`config.mk`:
```
export PLATFORM = sky130hd
export DESIGN_NAME = uart_tx_arbiter
export DESIGN_NICKNAME = d
export VERILOG_FILES = /design/src/rtl/uart_pkg.sv /design/src/rtl/uart_tx_serializer.sv /design/src/rtl/uart_tx_arbiter.sv
export SDC_FILE = /design/constraint.sdc
export NUM_CORES = 1
export LEC_CHECK = 0
export BUFFER_PORTS_ARGS = -buffer_cell sky130_fd_sc_hd__clkbuf_2
export CORE_UTILIZATION = 59
export DETAILED_ROUTE_END_ITERATION = 16
export PLACE_DENSITY = 0.89
export SYNTH_ARGS = -nofsm -noshare
export SYNTH_HDL_FRONTEND = slang
export SYNTH_SLANG_ARGS = --single-unit
```
`constraint.sdc`:
```
create_clock -name clock -period 5.4 [get_ports clock]
set_clock_uncertainty 0.05 [all_clocks]
set_input_delay 1.62 -clock clock [delete_from_list [all_inputs] [get_ports clock]]
set_output_delay 1.62 -clock clock [all_outputs]
set_load 0.005 [all_outputs]
```
`src/rtl/uart_pkg.sv`:
```
// Shared types and frame constants for the arbitrated UART transmitter.
package uart_pkg;

  typedef enum logic [1:0] {
    IDLE,
    SEND,
    HOLD
  } arb_state_e;

  localparam int   BITS_PER_FRAME = 10;
  localparam logic START_BIT      = 1'b0;
  localparam logic STOP_BIT       = 1'b1;

  // Frame bits in transmit order: bit 0 goes out first.
  function automatic logic [BITS_PER_FRAME-1:0] build_frame(input logic [7:0] data);
    return {STOP_BIT, data, START_BIT};
  endfunction

endpackage

```
`src/rtl/uart_tx_serializer.sv`:
```
// 8N1 frame shifter: loads a byte, emits start/data/stop bits and flags the final stop-bit cycle.
module uart_tx_serializer
  import uart_pkg::*;
#(
  parameter int CLOCKS_PER_BIT = 8
) (
  input  logic       clock,
  input  logic       reset_n,
  input  logic       load,
  input  logic [7:0] data,
  output logic       ser_tx,
  output logic       busy,
  output logic       last_cycle
);

  localparam int              TW       = (CLOCKS_PER_BIT > 1) ? $clog2(CLOCKS_PER_BIT) : 1;
  localparam logic [TW-1:0]   TMR_LOAD = TW'(CLOCKS_PER_BIT - 1);
  localparam logic [3:0]      LAST_IDX = 4'(BITS_PER_FRAME - 1);

  logic [TW-1:0]               r_bit_tmr;
  logic [3:0]                  r_bit_idx;
  logic                        r_busy;
  logic                        r_ser;
  logic [BITS_PER_FRAME-2:0]   r_shift;
  logic [BITS_PER_FRAME-1:0]   w_frame;
  logic                        w_bit_end;

  assign w_frame    = build_frame(data);
  assign w_bit_end  = (r_bit_tmr == '0);
  assign last_cycle = r_busy && (r_bit_idx == LAST_IDX) && w_bit_end;
  assign ser_tx     = r_ser;
  assign busy       = r_busy;

  // A load in the last stop-bit cycle restarts the frame with no idle gap.
  always_ff @(posedge clock or negedge reset_n) begin
    if (!reset_n) begin
      r_bit_tmr <= '0;
      r_bit_idx <= '0;
      r_busy    <= 1'b0;
      r_ser     <= 1'b1;
    end else if (load) begin
      r_bit_tmr <= TMR_LOAD;
      r_bit_idx <= '0;
      r_busy    <= 1'b1;
      r_ser     <= w_frame[0];
    end else if (r_busy) begin
      if (w_bit_end) begin
        if (r_bit_idx == LAST_IDX) begin
          r_busy <= 1'b0;
          r_ser  <= STOP_BIT;
        end else begin
          r_bit_idx <= r_bit_idx + 4'd1;
          r_ser     <= r_shift[0];
          r_bit_tmr <= TMR_LOAD;
        end
      end else begin
        r_bit_tmr <= r_bit_tmr - TW'(1);
      end
    end
  end

  always_ff @(posedge clock) begin
    if (load) begin
      r_shift <= w_frame[BITS_PER_FRAME-1:1];
    end else if (r_busy && w_bit_end) begin
      r_shift <= r_shift >> 1;
    end
  end

endmodule

```
`src/rtl/uart_tx_arbiter.sv`:
```
// Round-robin, packet-locked arbiter sharing one UART transmit line among NUM_REQ byte producers.
module uart_tx_arbiter
  import uart_pkg::*;
#(
  parameter int NUM_REQ        = 4,
  parameter int CLOCKS_PER_BIT = 8,
  parameter int HOLD_TIMEOUT   = 16
) (
  input  logic                 clock,
  input  logic                 reset_n,
  input  logic [NUM_REQ-1:0]   req_valid,
  input  logic [NUM_REQ*8-1:0] req_data,
  input  logic [NUM_REQ-1:0]   req_last,
  output logic [NUM_REQ-1:0]   req_ready,
  output logic [NUM_REQ-1:0]   grant,
  output logic                 busy,
  output logic                 ser_tx
);

  localparam int PW = (NUM_REQ > 1) ? $clog2(NUM_REQ) : 1;
  localparam int HW = $clog2(HOLD_TIMEOUT + 1);

  arb_state_e         r_state;
  logic [NUM_REQ-1:0] r_grant;
  logic [PW-1:0]      r_owner;
  logic [PW-1:0]      r_rr_ptr;
  logic               r_last;
  logic [HW-1:0]      r_hold_tmr;

  logic               w_win_found;
  logic [PW-1:0]      w_win_idx;
  logic [PW-1:0]      w_next_ptr;
  logic               w_owner_vld;
  logic               w_arb_en;
  logic               w_own_en;
  logic               w_last_cycle;
  logic               w_load;
  logic [PW-1:0]      w_sel;
  logic [7:0]         w_load_data;
  logic [NUM_REQ-1:0] w_ready;

  // Scan downward so the smallest offset from the pointer is the one that sticks.
  function automatic logic [PW:0] pick_winner(input logic [NUM_REQ-1:0] vld,
                                              input logic [PW-1:0] ptr);
    logic [PW:0] res;
    int          j;
    res = '0;
    for (int k = NUM_REQ - 1; k >= 0; k--) begin
      j = (int'(ptr) + k) % NUM_REQ;
      if (vld[j]) res = {1'b1, PW'(j)};
    end
    return res;
  endfunction

  assign {w_win_found, w_win_idx} = pick_winner(req_valid, r_rr_ptr);
  assign w_next_ptr  = (w_win_idx == PW'(NUM_REQ - 1)) ? '0 : w_win_idx + PW'(1);
  assign w_owner_vld = req_valid[r_owner];

  // Fresh arbitration in IDLE or after a packet's last byte; otherwise only the owner may continue.
  assign w_arb_en = (r_state == IDLE) || ((r_state == SEND) && w_last_cycle && r_last);
  assign w_own_en = (r_state == HOLD) || ((r_state == SEND) && w_last_cycle && !r_last);

  always_comb begin
    w_ready = '0;
    if (w_arb_en && w_win_found) begin
      w_ready[w_win_idx] = 1'b1;
    end else if (w_own_en && w_owner_vld) begin
      w_ready[r_owner] = 1'b1;
    end
  end

  assign req_ready   = w_ready & {NUM_REQ{reset_n}};
  assign w_load      = |req_ready;
  assign w_sel       = w_arb_en ? w_win_idx : r_owner;
  assign w_load_data = req_data[{w_sel, 3'b000} +: 8];
  assign grant       = r_grant;

  uart_tx_serializer #(
    .CLOCKS_PER_BIT(CLOCKS_PER_BIT)
  ) u_ser (
    .clock     (clock),
    .reset_n   (reset_n),
    .load      (w_load),
    .data      (w_load_data),
    .ser_tx    (ser_tx),
    .busy      (busy),
    .last_cycle(w_last_cycle)
  );

  always_ff @(posedge clock or negedge reset_n) begin
    if (!reset_n) begin
      r_state    <= IDLE;
      r_grant    <= '0;
      r_owner    <= '0;
      r_rr_ptr   <= '0;
      r_last     <= 1'b0;
      r_hold_tmr <= '0;
    end else if (w_arb_en && w_win_found) begin
      r_grant  <= NUM_REQ'(1) << w_win_idx;
      r_owner  <= w_win_idx;
      r_last   <= req_last[w_win_idx];
      r_rr_ptr <= w_next_ptr;
      r_state  <= SEND;
    end else begin
      case (r_state)
        IDLE: ;
        SEND: begin
          if (w_last_cycle) begin
            if (r_last) begin
              r_grant <= '0;
              r_state <= IDLE;
            end else if (w_owner_vld) begin
              r_last <= req_last[r_owner];
            end else begin
              r_state    <= HOLD;
              r_hold_tmr <= '0;
            end
          end
        end
        HOLD: begin
          // Owner returning in the expiry cycle still wins.
          if (w_owner_vld) begin
            r_last     <= req_last[r_owner];
            r_state    <= SEND;
            r_hold_tmr <= '0;
          end else if (r_hold_tmr == HW'(HOLD_TIMEOUT - 1)) begin
            r_grant    <= '0;
            r_state    <= IDLE;
            r_hold_tmr <= '0;
          end else begin
            r_hold_tmr <= r_hold_tmr + HW'(1);
          end
        end
        default: r_state <= IDLE;
      endcase
    end
  end

endmodule

```
==> metrics.txt <==
# TYPE chip_impl_metric gauge
chip_impl_metric{name="synth_adder_area_share",unit="%"} 6.44
chip_impl_metric{name="slew_viol_final",unit=""} 0
chip_impl_metric{name="timing.fmax",unit="MHz"} 199
chip_impl_metric{name="detailedRoute.firstPassIterationCount",unit=""} 4
chip_impl_metric{name="use_met3",unit="%"} 5.46
chip_impl_info{name="cts_tree",value="built"} 1
chip_impl_metric{name="yosys.area.top_type_share",unit="%"} 25.8
chip_impl_info{name="hp-class",value="flop to flop"} 1
chip_impl_metric{name="share_seq_of_total_power",unit="%"} 28.9
chip_impl_metric{name="critical_path_arrival",unit="ps"} 3360
chip_impl_metric{name="synth_simple_gate_area_share",unit="%"} 18.8
chip_impl_metric{name="finalHoldViolCount",unit=""} 0
chip_impl_metric{name="floorplan.die.height",unit="um"} 64.9
chip_impl_metric{name="avgSynthCellArea",unit="um2"} 10.9
chip_impl_metric{name="power.switching_fraction",unit="%"} 39.6
chip_impl_info{name="postSynth.topFlopCell",value="sky130_fd_sc_hd__dfrtp_1"} 1
chip_impl_info{name="netlist.top_cell.by_area",value="sky130_fd_sc_hd__dfrtp_1"} 1
chip_impl_metric{name="clock_sinks",unit=""} 34
chip_impl_metric{name="clock_insertion_delay_worst_skew",unit="ps"} 300
chip_impl_metric{name="count_of_nets_left_with_antenna_violations_after_detail_routing",unit=""} 0
chip_impl_metric{name="fin_nets",unit=""} 325
chip_impl_metric{name="post-route-period-util",unit="%"} 93.1
chip_impl_info{name="master_cell_of_the_clock_root_buffer",value="sky130_fd_sc_hd__clkbuf_8"} 1
chip_impl_metric{name="combPwrFrac",unit="%"} 52.0
chip_impl_info{name="cpMaxStageDelayCell",value="sky130_fd_sc_hd__nor3_1"} 1
chip_impl_metric{name="cts_resized",unit=""} 0
chip_impl_metric{name="htree_levels",unit=""} 2
chip_impl_metric{name="fin_setup_tns",unit="ps"} 0
chip_impl_metric{name="grt_util_met1",unit="%"} 34.4
chip_impl_metric{name="synth_seq_area_share",unit="%"} 38.1
chip_impl_metric{name="clockBufferDepth",unit=""} 2
chip_impl_metric{name="vias_per_cell",unit=""} 6.25
chip_impl_metric{name="clkSlewWorstSetupHoldPaths",unit="ps"} 80
chip_impl_metric{name="synth.net_count",unit=""} 268
chip_impl_info{name="run_status",value="finished clean"} 1
chip_impl_metric{name="io-pin-count",unit=""} 52
chip_impl_metric{name="maxCapViolations",unit=""} 0
chip_impl_metric{name="initial_antenna_violation_count",unit=""} 0
chip_impl_metric{name="power_switching",unit="uW"} 601
chip_impl_metric{name="worst_slew_margin_relative_to_its_limit",unit="%"} 40.2
chip_impl_metric{name="worst_pin_slew",unit="ps"} 894
chip_impl_metric{name="ys.warnings.count",unit=""} 0
chip_impl_metric{name="synthesis.instances",unit=""} 214
chip_impl_info{name="synth_top_family_by_area",value="simple AND/OR/NAND/NOR gates"} 1
chip_impl_info{name="critical_path.cell_chain",value="clkbuf_2 -> nor2b_1 -> o21ba_2 -> nor3_1 -> inv_1 -> ha_1 -> a32oi_1 -> nor2b_1 -> clkbuf_2"} 1
chip_impl_metric{name="yosys-mux-area-fraction",unit="%"} 14.9
chip_impl_metric{name="grt_pass1_wl",unit="um"} 8740
chip_impl_metric{name="postRouteWirelength",unit="um"} 5340
chip_impl_metric{name="use_met2",unit="%"} 48.2
chip_impl_metric{name="first_global_vias",unit=""} 1968
chip_impl_metric{name="cts_inserted_buffers",unit=""} 5
chip_impl_metric{name="cts_setup_buffers",unit=""} 0
chip_impl_metric{name="async_flop_share",unit="%"} 73.5
chip_impl_info{name="setup.worst_path.class",value="primary input to output pin"} 1
chip_impl_metric{name="layout-area-overhead-vs-synth",unit="%"} 19.3
chip_impl_metric{name="insertedDiodeCount",unit=""} 0
chip_impl_metric{name="place.detailed.hpwl",unit="um"} 3980
chip_impl_metric{name="grt_remaining_overflow",unit=""} 0
chip_impl_metric{name="finalPower",unit="mW"} 1.52
chip_impl_info{name="timing.critical_path.from_type",value="primary input"} 1
chip_impl_metric{name="grt_start_max_net_pins",unit=""} 24
chip_impl_metric{name="post_synth_num_cell_types",unit=""} 55
chip_impl_metric{name="synth.cell_area",unit="mm2"} 0.00233
chip_impl_metric{name="placeableCoreArea",unit="mm2"} 0.00372
chip_impl_metric{name="starting_density_of_the_core",unit="%"} 62.7
chip_impl_metric{name="synth_enable_flop_cells",unit=""} 8
chip_impl_info{name="timing.critical_path.to_type",value="output pin"} 1
chip_impl_metric{name="route.detailed.wl_per_inst",unit="um"} 16.7
chip_impl_metric{name="max_stage_delay_on_crit_path",unit="ps"} 410
chip_impl_metric{name="r2r_setup_slack",unit="ps"} 2140
chip_impl_metric{name="crit_path_max_fanout",unit=""} 6
chip_impl_metric{name="synthXorXnorAreaFrac",unit="%"} 1.13
chip_impl_metric{name="dieWidth",unit="um"} 64.9
chip_impl_metric{name="setup_viol",unit=""} 0
chip_impl_metric{name="p_leak",unit="nW"} 1.25
chip_impl_metric{name="ys_seq_elements",unit=""} 34
chip_impl_metric{name="drt_iter0_drc",unit=""} 120
chip_impl_metric{name="hold_buffers",unit=""} 0
chip_impl_metric{name="synth-compound-area-share",unit="%"} 17.8
chip_impl_metric{name="die_area",unit="mm2"} 0.00421
chip_impl_metric{name="drc",unit=""} 0
chip_impl_metric{name="clkPwrFrac",unit="%"} 19.1
chip_impl_metric{name="cp.required",unit="ps"} 3730
chip_impl_metric{name="port_bufs",unit=""} 51
chip_impl_info{name="setup_repair_after_global_routing_missed_its_margin",value="no"} 1
chip_impl_metric{name="globalRouteTotalUtil",unit="%"} 28.0
chip_impl_metric{name="p_int",unit="uW"} 916
chip_impl_info{name="global_route.peak_usage_layer",value="met2"} 1
chip_impl_metric{name="drive_above_1_share",unit="%"} 33.5
chip_impl_info{name="largest_cells_by_area_after_synthesis",value="sky130_fd_sc_hd__dfrtp_1 (26%), sky130_fd_sc_hd__edfxtp_1 (10%), sky130_fd_sc_hd__mux4_2 (9.7%)"} 1
chip_impl_metric{name="place_congestion",unit=""} 0.934
chip_impl_metric{name="core.rowCount",unit=""} 22
chip_impl_metric{name="peakVddDrop",unit="uV"} 371
chip_impl_metric{name="detailroute.via_count",unit=""} 2001
chip_impl_metric{name="power-per-cell-area",unit="mW/mm2"} 546
chip_impl_metric{name="post-route-min-period",unit="ps"} 5030
chip_impl_metric{name="timing.critical_path.buf_inv",unit=""} 3
chip_impl_info{name="timing.critical_path.max_delay_family",value="simple AND/OR/NAND/NOR gates"} 1
-- kinds of logic (layout without fill, tap and decap cells) --
logic type,after synthesis,in the layout
flip-flops,34,34
AND/OR/NAND/NOR,77,77
buffers and inverters,17,75
multiplexers,21,21
adder cells (fa/ha/maj),12,12
AO/OA/AOI/OAI,50,50
XOR/XNOR,3,3
-- layout by cell type, fill, tap and decap left out, types with 2 or more instances in the layout --
cell type,netlist,routed
sky130_fd_sc_hd__a21oi_1,4,4
sky130_fd_sc_hd__a22o_1,5,5
sky130_fd_sc_hd__a31oi_1,2,2
sky130_fd_sc_hd__a32oi_1,5,5
sky130_fd_sc_hd__and3_1,2,2
sky130_fd_sc_hd__and3b_1,2,2
sky130_fd_sc_hd__bufinv_16,0,2
sky130_fd_sc_hd__clkbuf_2,0,51
sky130_fd_sc_hd__clkbuf_8,0,5
sky130_fd_sc_hd__dfrtp_1,24,24
sky130_fd_sc_hd__edfxtp_1,8,8
sky130_fd_sc_hd__ha_1,12,12
sky130_fd_sc_hd__inv_1,15,15
sky130_fd_sc_hd__mux2_2,9,9
sky130_fd_sc_hd__mux2i_1,2,2
sky130_fd_sc_hd__mux4_2,10,10
sky130_fd_sc_hd__nand2_1,16,16
sky130_fd_sc_hd__nand2b_1,2,2
sky130_fd_sc_hd__nand3_1,9,9
sky130_fd_sc_hd__nand3b_4,2,2
sky130_fd_sc_hd__nor2_1,14,14
sky130_fd_sc_hd__nor2b_1,10,10
sky130_fd_sc_hd__nor3_1,6,6
sky130_fd_sc_hd__nor3b_1,2,2
sky130_fd_sc_hd__nor4_1,3,3
sky130_fd_sc_hd__o21ai_0,14,14
sky130_fd_sc_hd__o31ai_1,3,3
sky130_fd_sc_hd__or3_1,2,2
sky130_fd_sc_hd__xor2_1,2,2
-- stage by stage --
step	utilization (%)	cell area [um2]	hold WS (ps)	worst slack, ps	cells
4_1_cts	74.8	2780	408	441	320
2_1_floorplan	-	2330	370	872	214
3_5_place_dp	71.1	2640	397	460	312
5_1_grt	74.8	2780	433	263	320
3_3_place_gp	71.1	2640	393	495	312
6_report	74.8	2780	410	374	320
-- per-layer routing --
metal,wire length (um),up-vias
li1,-,936
met1,2340,953
met2,2570,102
met3,340,10
met4,95,0
met5,0,-
-- final timing paths --
kind / from / endpoint / depth (start not counted)
max: req_valid[0] / req_ready[0] / 9
min: u_ser.r_shift[8] / u_ser.r_shift[8] / 2
min in group asynchronous: reset_n / grant[1] / 1
max reg2reg: r_rr_ptr[1] / u_ser.r_shift[6] / 9
max in group asynchronous: reset_n / u_ser.ser_tx / 2
min reg2reg: u_ser.r_shift[8] / u_ser.r_shift[8] / 2
-- registers in the layout (all words and copies together), names as in the netlist --
name / flops
u_ser.ser_tx: 1
r_owner: 2
u_ser.r_bit_idx: 4
r_rr_ptr: 2
r_last: 1
r_hold_tmr: 5
r_state: 2
u_ser.r_shift: 9
grant: 4
u_ser.r_bit_tmr: 3
u_ser.busy: 1
-- area by class of cell --
cell class                      instances  area, um2
Inverter                               15       56.3
Clock inverter                          3       68.8
Timing Repair Buffer                   52        263
Tap cell                               48       60.1
Multi-Input combinational cell        163       1380
Clock buffer                            5       68.8
Fill cell                             271        936
Sequential cell                        34        887
-- synth_stat cells, drive strengths merged (6+ instances only) --
cell	instances
dfrtp	24
edfxtp	8
ha	12
inv	15
mux2	9
mux4	10
nand2	16
nand3	9
nor2	14
nor2b	10
nor3	6
o21ai	15
-- worst min-delay path: cells and delay by family (launching register included) --
family / cells / cell delay, ps
flops: 1 / 320
simple gates: 2 / 100
-- power by group through the flow --
stage / clock [mW] / combinational (mW) / sequential, mW
2_1_floorplan: 0 / 0.610 / 0.421
3_3_place_gp: 0 / 0.740 / 0.438
3_5_place_dp: 0 / 0.768 / 0.441
4_1_cts: 0.290 / 0.782 / 0.438
5_1_grt: 0.301 / 0.854 / 0.449
6_report: 0.290 / 0.789 / 0.439
Note: power is estimated with default switching activity, not from simulation.
